<file path="src/rtl/hr_pkg.sv">
// Shared types and constants for the heart-rate measurement path.
package hr_pkg;

  localparam int unsigned MS_PER_MIN_X4 = 240000;  // 60000 ms/min times the 4-interval average
  localparam int unsigned AVG_DEPTH     = 4;
  localparam int unsigned BPM_MAX       = 255;

  localparam int unsigned INTERVAL_W    = 11;
  localparam int unsigned SUM_W         = 13;
  localparam int unsigned DIVIDEND_W    = 18;

  typedef enum logic [1:0] {IDLE, ARMED, TRACK, DIVIDE} hr_state_e;

  typedef logic [INTERVAL_W-1:0] interval_t;
  typedef logic [SUM_W-1:0]      sum_t;

endpackage

</file>
<file path="src/rtl/beat_rate_meter_divider.sv">
// Generic restoring shift-subtract divider with start/busy/done handshake.
// The first quotient bit is resolved on the start edge, so a DIVIDEND_W-bit
// quotient is ready (done_o high) exactly DIVIDEND_W cycles after start.
module seq_divider #(
  parameter int unsigned DIVIDEND_W = 18,
  parameter int unsigned DIVISOR_W  = 13
) (
  input  logic                  clk,
  input  logic                  reset,
  input  logic                  start_i,
  input  logic [DIVIDEND_W-1:0] dividend_i,
  input  logic [DIVISOR_W-1:0]  divisor_i,
  output logic                  busy_o,
  output logic                  done_o,
  output logic [DIVIDEND_W-1:0] quotient_o
);

  localparam int unsigned CNT_W = $clog2(DIVIDEND_W + 1);

  logic [DIVISOR_W-1:0]  rem_q, rem_d;
  logic [DIVISOR_W-1:0]  dvs_q;
  logic [DIVIDEND_W-1:0] quo_q, quo_d;
  logic [CNT_W-1:0]      cnt_q;
  logic                  busy_q, done_q;

  logic [DIVISOR_W-1:0]  rem_in, dvs_in;
  logic [DIVIDEND_W-1:0] quo_in;
  logic [DIVISOR_W:0]    trial, diff;
  logic                  load;

  // One restoring step: shift in the next dividend bit, subtract if it fits.
  always_comb begin
    load   = start_i && !busy_q;
    rem_in = load ? '0 : rem_q;
    quo_in = load ? dividend_i : quo_q;
    dvs_in = load ? divisor_i : dvs_q;
    trial  = {rem_in, quo_in[DIVIDEND_W-1]};
    diff   = trial - {1'b0, dvs_in};
    if (trial >= {1'b0, dvs_in}) begin
      rem_d = diff[DIVISOR_W-1:0];
      quo_d = {quo_in[DIVIDEND_W-2:0], 1'b1};
    end else begin
      rem_d = trial[DIVISOR_W-1:0];
      quo_d = {quo_in[DIVIDEND_W-2:0], 1'b0};
    end
  end

  // Iteration control: load on start, step while busy, pulse done after the last step.
  always_ff @(posedge clk or posedge reset) begin
    if (reset) begin
      rem_q  <= '0;
      dvs_q  <= '0;
      quo_q  <= '0;
      cnt_q  <= '0;
      busy_q <= 1'b0;
      done_q <= 1'b0;
    end else begin
      done_q <= 1'b0;
      if (load) begin
        rem_q  <= rem_d;
        quo_q  <= quo_d;
        dvs_q  <= divisor_i;
        cnt_q  <= CNT_W'(DIVIDEND_W - 1);
        busy_q <= 1'b1;
      end else if (busy_q) begin
        rem_q <= rem_d;
        quo_q <= quo_d;
        cnt_q <= cnt_q - CNT_W'(1);
        if (cnt_q == CNT_W'(1)) begin
          busy_q <= 1'b0;
          done_q <= 1'b1;
        end
      end
    end
  end

  assign busy_o     = busy_q;
  assign done_o     = done_q;
  assign quotient_o = quo_q;

endmodule

</file>
<file path="src/rtl/beat_rate_meter.sv">
// Beat-rate meter: synchronises the peak flag, times accepted beats in ms,
// averages the last four intervals and converts the sum to BPM.
module beat_rate_meter
  import hr_pkg::*;
#(
  parameter int unsigned TICK_DIV   = 40000,
  parameter int unsigned REFRACT_MS = 300,
  parameter int unsigned TIMEOUT_MS = 2000,
  parameter int unsigned LED_MS     = 100
) (
  input  logic       clk,
  input  logic       reset,
  input  logic       peak_in,
  output logic [7:0] bpm,
  output logic       bpm_valid,
  output logic       bpm_locked,
  output logic       beat_led,
  output logic [7:0] reject_cnt
);

  localparam int unsigned TICK_W = (TICK_DIV > 1) ? $clog2(TICK_DIV) : 1;
  localparam int unsigned LED_W  = $clog2(LED_MS + 1);
  localparam logic [TICK_W-1:0] TICK_LAST = TICK_W'(TICK_DIV - 1);
  localparam logic [LED_W-1:0]  LED_LAST  = LED_W'(LED_MS - 1);
  localparam interval_t         REFRACT_I = interval_t'(REFRACT_MS);
  localparam interval_t         TIMEOUT_I = interval_t'(TIMEOUT_MS);
  localparam logic [2:0]        FILL_FULL = 3'(AVG_DEPTH);

  // Saturate the 18-bit quotient into the 8-bit display range.
  function automatic logic [7:0] sat_bpm(input logic [DIVIDEND_W-1:0] q);
    return (q > DIVIDEND_W'(BPM_MAX)) ? 8'(BPM_MAX) : q[7:0];
  endfunction

  logic              peak_meta_q, peak_sync_q, peak_prev_q, beat_evt_q;
  logic [TICK_W-1:0] tick_cnt_q;
  logic              ms_tick;
  interval_t         interval_q;
  logic              led_q;
  logic [LED_W-1:0]  led_ms_q;

  hr_state_e         state_q;
  interval_t         ring_q [AVG_DEPTH];
  sum_t              sum_q, sum_d;
  logic [2:0]        fill_q, fill_d;
  logic [1:0]        wr_ptr_q;
  logic [7:0]        bpm_q, reject_q;
  logic              bpm_valid_q, locked_q;

  logic              in_track, accept, reject, arm, timeout, interval_clr;
  logic              div_start, div_busy, div_done;
  logic [DIVIDEND_W-1:0] div_quot;

  // Two-flop synchroniser followed by a registered rising-edge detect.
  always_ff @(posedge clk or posedge reset) begin
    if (reset) begin
      peak_meta_q <= 1'b0;
      peak_sync_q <= 1'b0;
      peak_prev_q <= 1'b0;
      beat_evt_q  <= 1'b0;
    end else begin
      peak_meta_q <= peak_in;
      peak_sync_q <= peak_meta_q;
      peak_prev_q <= peak_sync_q;
      beat_evt_q  <= peak_sync_q & ~peak_prev_q;
    end
  end

  assign ms_tick = (tick_cnt_q == TICK_LAST);

  // Free-running millisecond prescaler.
  always_ff @(posedge clk or posedge reset) begin
    if (reset) tick_cnt_q <= '0;
    else       tick_cnt_q <= ms_tick ? '0 : tick_cnt_q + TICK_W'(1);
  end

  // Beat qualification and next-state arithmetic for the averaging window.
  always_comb begin
    in_track     = (state_q == ARMED) || (state_q == TRACK);
    accept       = beat_evt_q && in_track && (interval_q >= REFRACT_I);
    reject       = beat_evt_q && ((in_track && (interval_q < REFRACT_I)) || (state_q == DIVIDE));
    arm          = beat_evt_q && (state_q == IDLE);
    timeout      = in_track && !beat_evt_q && (interval_q == TIMEOUT_I);
    interval_clr = accept || arm;
    sum_d        = sum_q + sum_t'(interval_q) - sum_t'(ring_q[wr_ptr_q]);
    fill_d       = (fill_q == FILL_FULL) ? fill_q : fill_q + 3'd1;
    div_start    = accept && (fill_d == FILL_FULL) && !div_busy;
  end

  // Interval timer; a tick coinciding with the clearing beat belongs to the new interval.
  always_ff @(posedge clk or posedge reset) begin
    if (reset) begin
      interval_q <= '0;
    end else if (interval_clr) begin
      interval_q <= ms_tick ? interval_t'(1) : '0;
    end else if (ms_tick && (interval_q != TIMEOUT_I)) begin
      interval_q <= interval_q + interval_t'(1);
    end
  end

  // Beat LED stretch, restarted by every accepted beat.
  always_ff @(posedge clk or posedge reset) begin
    if (reset) begin
      led_q    <= 1'b0;
      led_ms_q <= '0;
    end else if (accept) begin
      led_q    <= 1'b1;
      led_ms_q <= '0;
    end else if (led_q && ms_tick) begin
      if (led_ms_q == LED_LAST) begin
        led_q    <= 1'b0;
        led_ms_q <= '0;
      end else begin
        led_ms_q <= led_ms_q + LED_W'(1);
      end
    end
  end

  // Measurement FSM with ring buffer, running sum and registered outputs.
  always_ff @(posedge clk or posedge reset) begin
    if (reset) begin
      state_q     <= IDLE;
      for (int i = 0; i < AVG_DEPTH; i++) ring_q[i] <= '0;
      sum_q       <= '0;
      fill_q      <= '0;
      wr_ptr_q    <= '0;
      bpm_q       <= '0;
      bpm_valid_q <= 1'b0;
      locked_q    <= 1'b0;
      reject_q    <= '0;
    end else begin
      bpm_valid_q <= 1'b0;
      if (reject && (reject_q != 8'hFF)) reject_q <= reject_q + 8'd1;
      case (state_q)
        IDLE: begin
          if (arm) state_q <= ARMED;
        end
        ARMED, TRACK: begin
          if (accept) begin
            ring_q[wr_ptr_q] <= interval_q;
            sum_q            <= sum_d;
            fill_q           <= fill_d;
            wr_ptr_q         <= wr_ptr_q + 2'd1;
            state_q          <= (fill_d == FILL_FULL) ? DIVIDE : TRACK;
          end else if (timeout) begin
            for (int i = 0; i < AVG_DEPTH; i++) ring_q[i] <= '0;
            sum_q       <= '0;
            fill_q      <= '0;
            wr_ptr_q    <= '0;
            bpm_q       <= '0;
            bpm_valid_q <= 1'b1;
            locked_q    <= 1'b0;
            state_q     <= IDLE;
          end
        end
        DIVIDE: begin
          if (div_done) begin
            bpm_q       <= sat_bpm(div_quot);
            bpm_valid_q <= 1'b1;
            locked_q    <= 1'b1;
            state_q     <= TRACK;
          end
        end
        default: state_q <= IDLE;
      endcase
    end
  end

  seq_divider #(
    .DIVIDEND_W(DIVIDEND_W),
    .DIVISOR_W (SUM_W)
  ) u_div (
    .clk       (clk),
    .reset     (reset),
    .start_i   (div_start),
    .dividend_i(DIVIDEND_W'(MS_PER_MIN_X4)),
    .divisor_i (sum_d),
    .busy_o    (div_busy),
    .done_o    (div_done),
    .quotient_o(div_quot)
  );

  assign bpm        = bpm_q;
  assign bpm_valid  = bpm_valid_q;
  assign bpm_locked = locked_q;
  assign beat_led   = led_q;
  assign reject_cnt = reject_q;

endmodule

</file>
<file path="config.mk">
export PLATFORM = sky130hd
export DESIGN_NAME = beat_rate_meter
export DESIGN_NICKNAME = d
export VERILOG_FILES = /design/src/rtl/hr_pkg.sv /design/src/rtl/beat_rate_meter_divider.sv /design/src/rtl/beat_rate_meter.sv
export SDC_FILE = /design/constraint.sdc
export NUM_CORES = 1
export LEC_CHECK = 0
export CAP_MARGIN = 10
export CORE_MARGIN = 10
export CORE_UTILIZATION = 45
export CTS_BUF_LIST = sky130_fd_sc_hd__clkbuf_16
export CTS_CLUSTER_SIZE = 12
export DETAILED_ROUTE_END_ITERATION = 16
export PLACE_DENSITY = 0.68
export SLEW_MARGIN = 20
export SYNTH_ARGS = -nofsm -noshare
export SYNTH_HDL_FRONTEND = slang
export SYNTH_SLANG_ARGS = --single-unit
</file>
<file path="constraint.sdc">
create_clock -name clk -period 12.1 [get_ports clk]
set_input_delay 3.63 -clock clk [delete_from_list [all_inputs] [get_ports clk]]
set_output_delay 3.63 -clock clk [all_outputs]
set_load 0.02 [all_outputs]
</file>
==> results of run 1 <==
## stage by stage
| stage | setup slack (ps) | util (%) | area [µm²] |
|---|---|---|---|
| 2_1_floorplan | 3810 | - | 9236 |
| 5_1_grt | 5157 | 50.84 | 10290 |
| 6_report | 5618 | 50.84 | 10290 |
| 3_5_place_dp | 5658 | 47.72 | 9657 |
| 3_3_place_gp | 5833 | 47.72 | 9657 |
| 4_1_cts | 5645 | 50.84 | 10290 |
## worst max-delay path: stages (launching register included)
cell      delay [ps]
dfrtp_1          890
mux4_2           610
fa_1             500
inv_1             40
ha_1             360
a211oi_1         420
o21ai_1          160
a21oi_1          250
xnor2_1          170
nand2_1           70
nand2_1          100
inv_1             40
ha_1             340
nand2_1          110
o21ai_0           80
a211oi_1         370
o21ai_0          250
o22ai_2          260
a211oi_4          90
a21oi_4          600
mux2_4           350
a221o_1          290
## cell type report
| type | instances | share of cell area, % |
|---|---|---|
| Inverter | 71 | 2.639 |
| Timing Repair Buffer | 26 | 2.408 |
| Clock inverter | 14 | 1.995 |
| Sequential cell | 172 | 41.84 |
| Clock buffer | 17 | 4.135 |
| Tap cell | 270 | 3.284 |
| Multi-Input combinational cell | 671 | 43.70 |
## report_power, final
group | total [mW] | internal [mW] | switching [mW] | leakage (nW)
combinational | 0.0663 | 0.0258 | 0.0405 | 2.00
clock | 0.592 | 0.350 | 0.241 | 0.308
sequential | 0.593 | 0.584 | 0.00900 | 2.37
total | 1.25 | 0.960 | 0.291 | 4.68
## metal layers
layer | track usage, % | part of all wire (%) | wire length (µm) | vias up
li1 | - | - | - | 3302
met4 | 3.074 | 0.72 | 142 | 0
met5 | 0 | 0 | 0 | -
met2 | 24.11 | 47 | 9176 | 100
met3 | 3.725 | 4.6 | 901 | 12
met1 | 20.85 | 48 | 9431 | 3289
## placed cells by master, fill, tap and decap left out, types with 3 or more instances in the layout
master,netlist,final
dfrtp_1,172,172
nand2_1,126,126
o21ai_0,105,105
nand3_1,68,68
inv_1,68,67
nor2_1,54,54
a21oi_1,41,41
ha_1,39,39
xnor2_1,27,27
clkdlybuf4s50_1,0,21
xor2_1,20,20
clkbuf_16,0,17
and2_1,14,14
and3_1,12,12
mux2i_1,12,12
a22o_1,12,12
fa_1,12,12
nor3_1,11,11
mux4_2,11,11
a21o_1,10,10
nor2b_1,10,10
nand4_1,8,8
inv_6,0,8
a211oi_1,6,6
or3_1,6,6
o21a_1,5,5
a221o_1,5,5
buf_4,2,5
nand2b_1,4,4
bufinv_16,0,4
o21ai_1,3,3
mux2_4,3,3
## cells by family (layout without fill, tap and decap cells)
family,after synthesis,after routing,synth area share [%]
simple gates,329,329,16.59
compound gates,215,215,14.90
flops,172,172,46.60
buf+inv,112,128,4.728
fa+ha+maj,51,51,7.884
xor+xnor,47,47,4.457
mux,29,29,4.836
## state kept, by name, indices dropped and copies added (netlist names), 2 cells and up
register / flops
bpm: 8
fill_q: 3
interval_q: 11
led_ms_q: 7
reject_cnt: 8
ring_q: 44
state_q: 2
sum_q: 13
tick_cnt_q: 16
u_div.cnt_q: 5
u_div.dvs_q: 13
u_div.quotient_o: 18
u_div.rem_q: 13
wr_ptr_q: 2
## worst max-delay path by stage
stage / start / endpoint / slack [ps]
floorplan: reset / beat_evt_q$_DFF_PP0_ / 3810
global placement: wr_ptr_q[0]$_DFFE_PP0P_ / u_div.rem_q[7]$_DFFE_PP0P_ / 5830
detailed placement: wr_ptr_q[0]$_DFFE_PP0P_ / u_div.rem_q[7]$_DFFE_PP0P_ / 5660
CTS: wr_ptr_q[0]$_DFFE_PP0P_ / u_div.rem_q[7]$_DFFE_PP0P_ / 5650
global route: wr_ptr_q[0]$_DFFE_PP0P_ / u_div.rem_q[8]$_DFFE_PP0P_ / 5160
finish: wr_ptr_q[0]$_DFFE_PP0P_ / u_div.rem_q[7]$_DFFE_PP0P_ / 5620
==> reports/qor.yml, run 1 <==
drt:
  viasPerCell: 5.401
  drt_iter0_drc: 385
  route.detailed.wl_per_inst_um: 15.83
  wl_mm: 19.65
  drtPass1Iterations: 6
  drc: 0
  vias: 6703
  ant_nets: 0
floorplan:
  fp.dieW_um: 163.3
  start_util_pct: 45.65
  io_pins: 22
  die_h_um: 163.3
  core_area_mm2: 0.02023
  row_count: 52
  dieArea_mm2: 0.02666
sta:
  maxSlewViolCount: 0
  fin_skew_ps: 9.632
  hold_violations: 0
  relSlewSlack_pct: 38.02
  finalCritPeriodShare_pct: 53.57
  setup_tns_ps: 0
  rsz0062_at_grt: "false"
  period_needed_ps: 6482
  holdWs_ps: 348.4
  tightest_slew_ps: 929.8
  finalSetupViolCount: 0
  max_freq_mhz: 154.3
synthesis:
  ys_ff_latch: 172
  syn_nets: 1009
  ys_types: 73
  synth_warnings: 0
  ys.flop_type: "dfrtp_1"
  yosys-top-cells-area: "dfrtp_1 (47%), o21ai_0 (5.7%), ha_1 (5.3%)"
  synth-seq-area-share_pct: 46.60
  ys_async_sr_fraction_pct: 100.0
  synth_enable_flop_cells: 0
  synthCells: 955
  synth_common_cells: "dfrtp_1 (172), nand2_1 (126), o21ai_0 (105)"
  syn_area_per_cell_um2: 9.672
  synth_top_cell_area_share_pct: 46.60
  synth_top_cell_by_area: "dfrtp_1"
  synth_most_common_cell: "dfrtp_1"
  syn_area_mm2: 0.009236
worst_setup_path:
  r2r_cells: 21
  end_kind: "register"
  crit_path_start_kind: "register"
  cp_max_fo: 18
  r2r_end: "u_div.rem_q[7]$_DFFE_PP0P_"
  worstPathRequired_ps: 12410
  reg2reg_from: "wr_ptr_q[0]$_DFFE_PP0P_"
  critPathKind: "reg2reg"
  rrSetupSlack_ps: 5620
  worstPathArrival_ps: 6790
place:
  post-dp-hpwl_mm: 13.28
  port_buffers: 21
  dp_cells: 1210
  globalplace.congestion: 0.9088
clocking:
  cts_hold_buf: 0
  insertion_delay_ps: 430
  cts_tree: "built"
  cts_resized: 0
  cts.sinks: 172
  cts_root_buffer: "clkbuf_16"
  cts_made_buffers: 17
  clk_pin_slew_ps: 60
  h-tree-depth: 4
  cts_buffer_depth: 2
  postCtsSetupRepairBufs: 0
grt:
  grt_usage_pct: 15.25
  grt_overflow: 0
  antenna_found_initial: 0
  grt_start_max_net_pins: 103
  grt_pass1_vias: 6673
  grt_pass1_wl_mm: 33.41
pwr:
  leakagePower_nw: 4.681
  pwr_density_cell_mw_per_mm2: 121.6
  max-vdd-ir-drop_mv: 0.09608
  power_mw: 1.251
min_path:
  min_from: "peak_meta_q$_DFF_PP0_"
  hold_path_class: "reg2reg"
  min_to: "peak_sync_q$_DFF_PP0_"
  hold_depth: 0
cells_and_area:
  diodes: 0
  fin_nets: 1013
  seqCellArea_mm2: 0.004304
  syn_to_final_growth_pct: 11.38
  final.fill_count: 1849
  multi_input_area_mm2: 0.004496
  drive_above_1_share_pct: 6.797
  fin_cells: 1241
status:
  status: "completed"
flow_run:
  cap_violations: 0
(Power assumes the default switching activity.)
==> run 2, diff against run 1 <==
- PLACE_DENSITY: 0.68 -> 0.7
- clock period: 12.1 -> 5.5 ns (I/O delays scaled with it)
==> reports/qor.yml, run 2 (same netlist as run 1, synthesis figures left out) <==
status:
  status: "completed"
grt:
  grt_overflow: 0
  grt_start_max_net_pins: 173
  grt_pass1_vias: 6774
  antenna_found_initial: 0
  grt_util_met1_pct: 21.79
  busiest_layer: "met2"
  use_met2_pct: 24.19
  grt_pass1_wl_mm: 34.26
  met3_usage_pct: 3.423
  grt_usage_pct: 15.64
worst_setup_path:
  worstPathRequired_ps: 5820
  end_kind: "register"
  critPathKind: "reg2reg"
  reg2reg_from: "wr_ptr_q[0]$_DFFE_PP0P_"
  worstPathArrival_ps: 5590
  r2r_end: "u_div.rem_q[7]$_DFFE_PP0P_"
  cp_max_fo: 7
  rrSetupSlack_ps: 220
  crit_path_start_kind: "register"
  r2r_cells: 21
clocking:
  cts_tree: "built"
  cts_made_buffers: 17
  cts_hold_buf: 0
  insertion_delay_ps: 440
  cts_buffer_depth: 2
  h-tree-depth: 4
  cts.sinks: 172
  clk_pin_slew_ps: 70
  cts_root_buffer: "clkbuf_16"
floorplan:
  io_pins: 22
  row_count: 52
  core_area_mm2: 0.02023
  dieArea_mm2: 0.02666
  die_h_um: 163.3
  fp.dieW_um: 163.3
  start_util_pct: 45.65
drt:
  route.detailed.wl_per_inst_um: 15.90
  viasPerCell: 5.431
  drt_iter0_drc: 526
  vias: 6892
  ant_nets: 0
  drtPass1Iterations: 5
  drc: 0
  wl_mm: 20.17
cells_and_area:
  drive_above_1_share_pct: 10.51
  final.fill_count: 1806
  fin_nets: 1040
  largest_register_ffs: 44
  syn_to_final_growth_pct: 14.20
  fin_cells: 1269
  final_cell_mix: "dfrtp_1 (171), nand2_1 (126), o21ai_0 (101), inv_1 (68), nand3_1 (68)"
  final_common_cell: "dfrtp_1"
  top_register: "ring_q"
  diodes: 0
min_path:
  min_to: "peak_sync_q$_DFF_PP0_"
  hold_path_class: "reg2reg"
  min_from: "peak_meta_q$_DFF_PP0_"
  hold_depth: 0
flow_run:
  cap_violations: 0
sta:
  period_needed_ps: 5276
  relSlewSlack_pct: 34.66
  fin_skew_ps: 11.08
  hold_violations: 0
  max_freq_mhz: 189.5
  setup_tns_ps: 0
  finalSetupViolCount: 0
  maxSlewViolCount: 0
  fin_ws_ps: 223.8
  tightest_slew_ps: 980.1
  finalCritPeriodShare_pct: 95.93
place:
  place_ws_ps: 33.98
  dp_cells: 1228
  port_buffers: 21
  post-dp-hpwl_mm: 13.70
  globalplace.congestion: 0.8470
pwr:
  leakagePower_nw: 4.806
  pwr_density_cell_mw_per_mm2: 256.9
  max-vdd-ir-drop_mv: 0.2233
==> run 2: changes by cell type in the layout (fill, tap and decap cells not counted), moves of 3 or more <==
cell,change
inv_8,+4
clkinvlp_4,+4
inv_6,-6
ha_1,-3
a211oi_2,+3
buf_4,+25
o21ai_0,-4
a211oi_1,-3
o21ai_1,+3
==> run 2: what timing repair did <==
action	in CTS	in global routing
endpoints found under the setup margin	3	13
setup buffers	0	9
pin swaps	0	8
gates resized for setup	1	16
==> run 2: final cells by class <==
class | instances | area, µm² | share of cell area, %
flip-flops and latches | 172 | 4305 | 40.82
well taps | 270 | 337.8 | 3.203
clock buffers | 17 | 425.4 | 4.033
repair buffers | 53 | 475.5 | 4.508
clock inverters | 15 | 183.9 | 1.744
inverters | 71 | 270.3 | 2.562
multi-input cells | 671 | 4549 | 43.13
==> run 2: where the power goes <==
part | switching, mW | total [mW] | internal (mW)
combinational | 0.0896 | 0.148 | 0.0585
sequential | 0.0194 | 1.30 | 1.28
clock | 0.569 | 1.26 | 0.689
total | 0.678 | 2.71 | 2.03
==> run 2: layer usage <==
| metal | up-vias | part of all wire (%) | wire [µm] |
|---|---|---|---|
| met5 | - | 0 | 0 |
| met2 | 105 | 47 | 9500 |
| met3 | 26 | 3.4 | 682 |
| met1 | 3408 | 48 | 9705 |
| met4 | 0 | 1.4 | 284 |
| li1 | 3353 | - | - |
==> run 2: through the flow <==
stage                     utilization, %  area (µm²)  hold WS (ps)  power, mW
final                              52.13       10550         353.8      2.710
after global routing               52.13       10550         352.7      2.807
after CTS                          51.47       10410         351.5      2.731
after detailed placement           48.45        9803         336.5      1.480
after global placement             48.45        9803         333.6      1.474
after floorplan                        -        9245         331.2      1.420
==> run 2: worst max-delay path by stage <==
stage	from	end	slack, ps	cells after the start
after floorplan	wr_ptr_q[0]$_DFFE_PP0P_	u_div.rem_q[8]$_DFFE_PP0P_	3	23
after global placement	wr_ptr_q[0]$_DFFE_PP0P_	u_div.rem_q[9]$_DFFE_PP0P_	120	22
after detailed placement	wr_ptr_q[0]$_DFFE_PP0P_	u_div.rem_q[9]$_DFFE_PP0P_	30	22
after CTS	wr_ptr_q[0]$_DFFE_PP0P_	u_div.rem_q[9]$_DFFE_PP0P_	50	22
after global routing	wr_ptr_q[0]$_DFFE_PP0P_	u_div.rem_q[1]$_DFFE_PP0P_	-70	23
final	wr_ptr_q[0]$_DFFE_PP0P_	u_div.rem_q[7]$_DFFE_PP0P_	220	21
==> run 2: critical path: stages (launching register included) <==
cell	delay, ps
dfrtp_2	440
buf_4	140
mux4_2	500
fa_1	500
inv_1	40
ha_1	360
o211ai_1	250
o21ai_1	130
a21oi_2	190
nor2b_1	60
o21a_1	170
nor2_1	120
xnor2_1	160
mux2i_1	150
ha_1	370
nand3_1	100
a2111o_1	360
o31ai_4	310
a21oi_4	80
buf_12	140
mux2_4	290
a221o_1	300
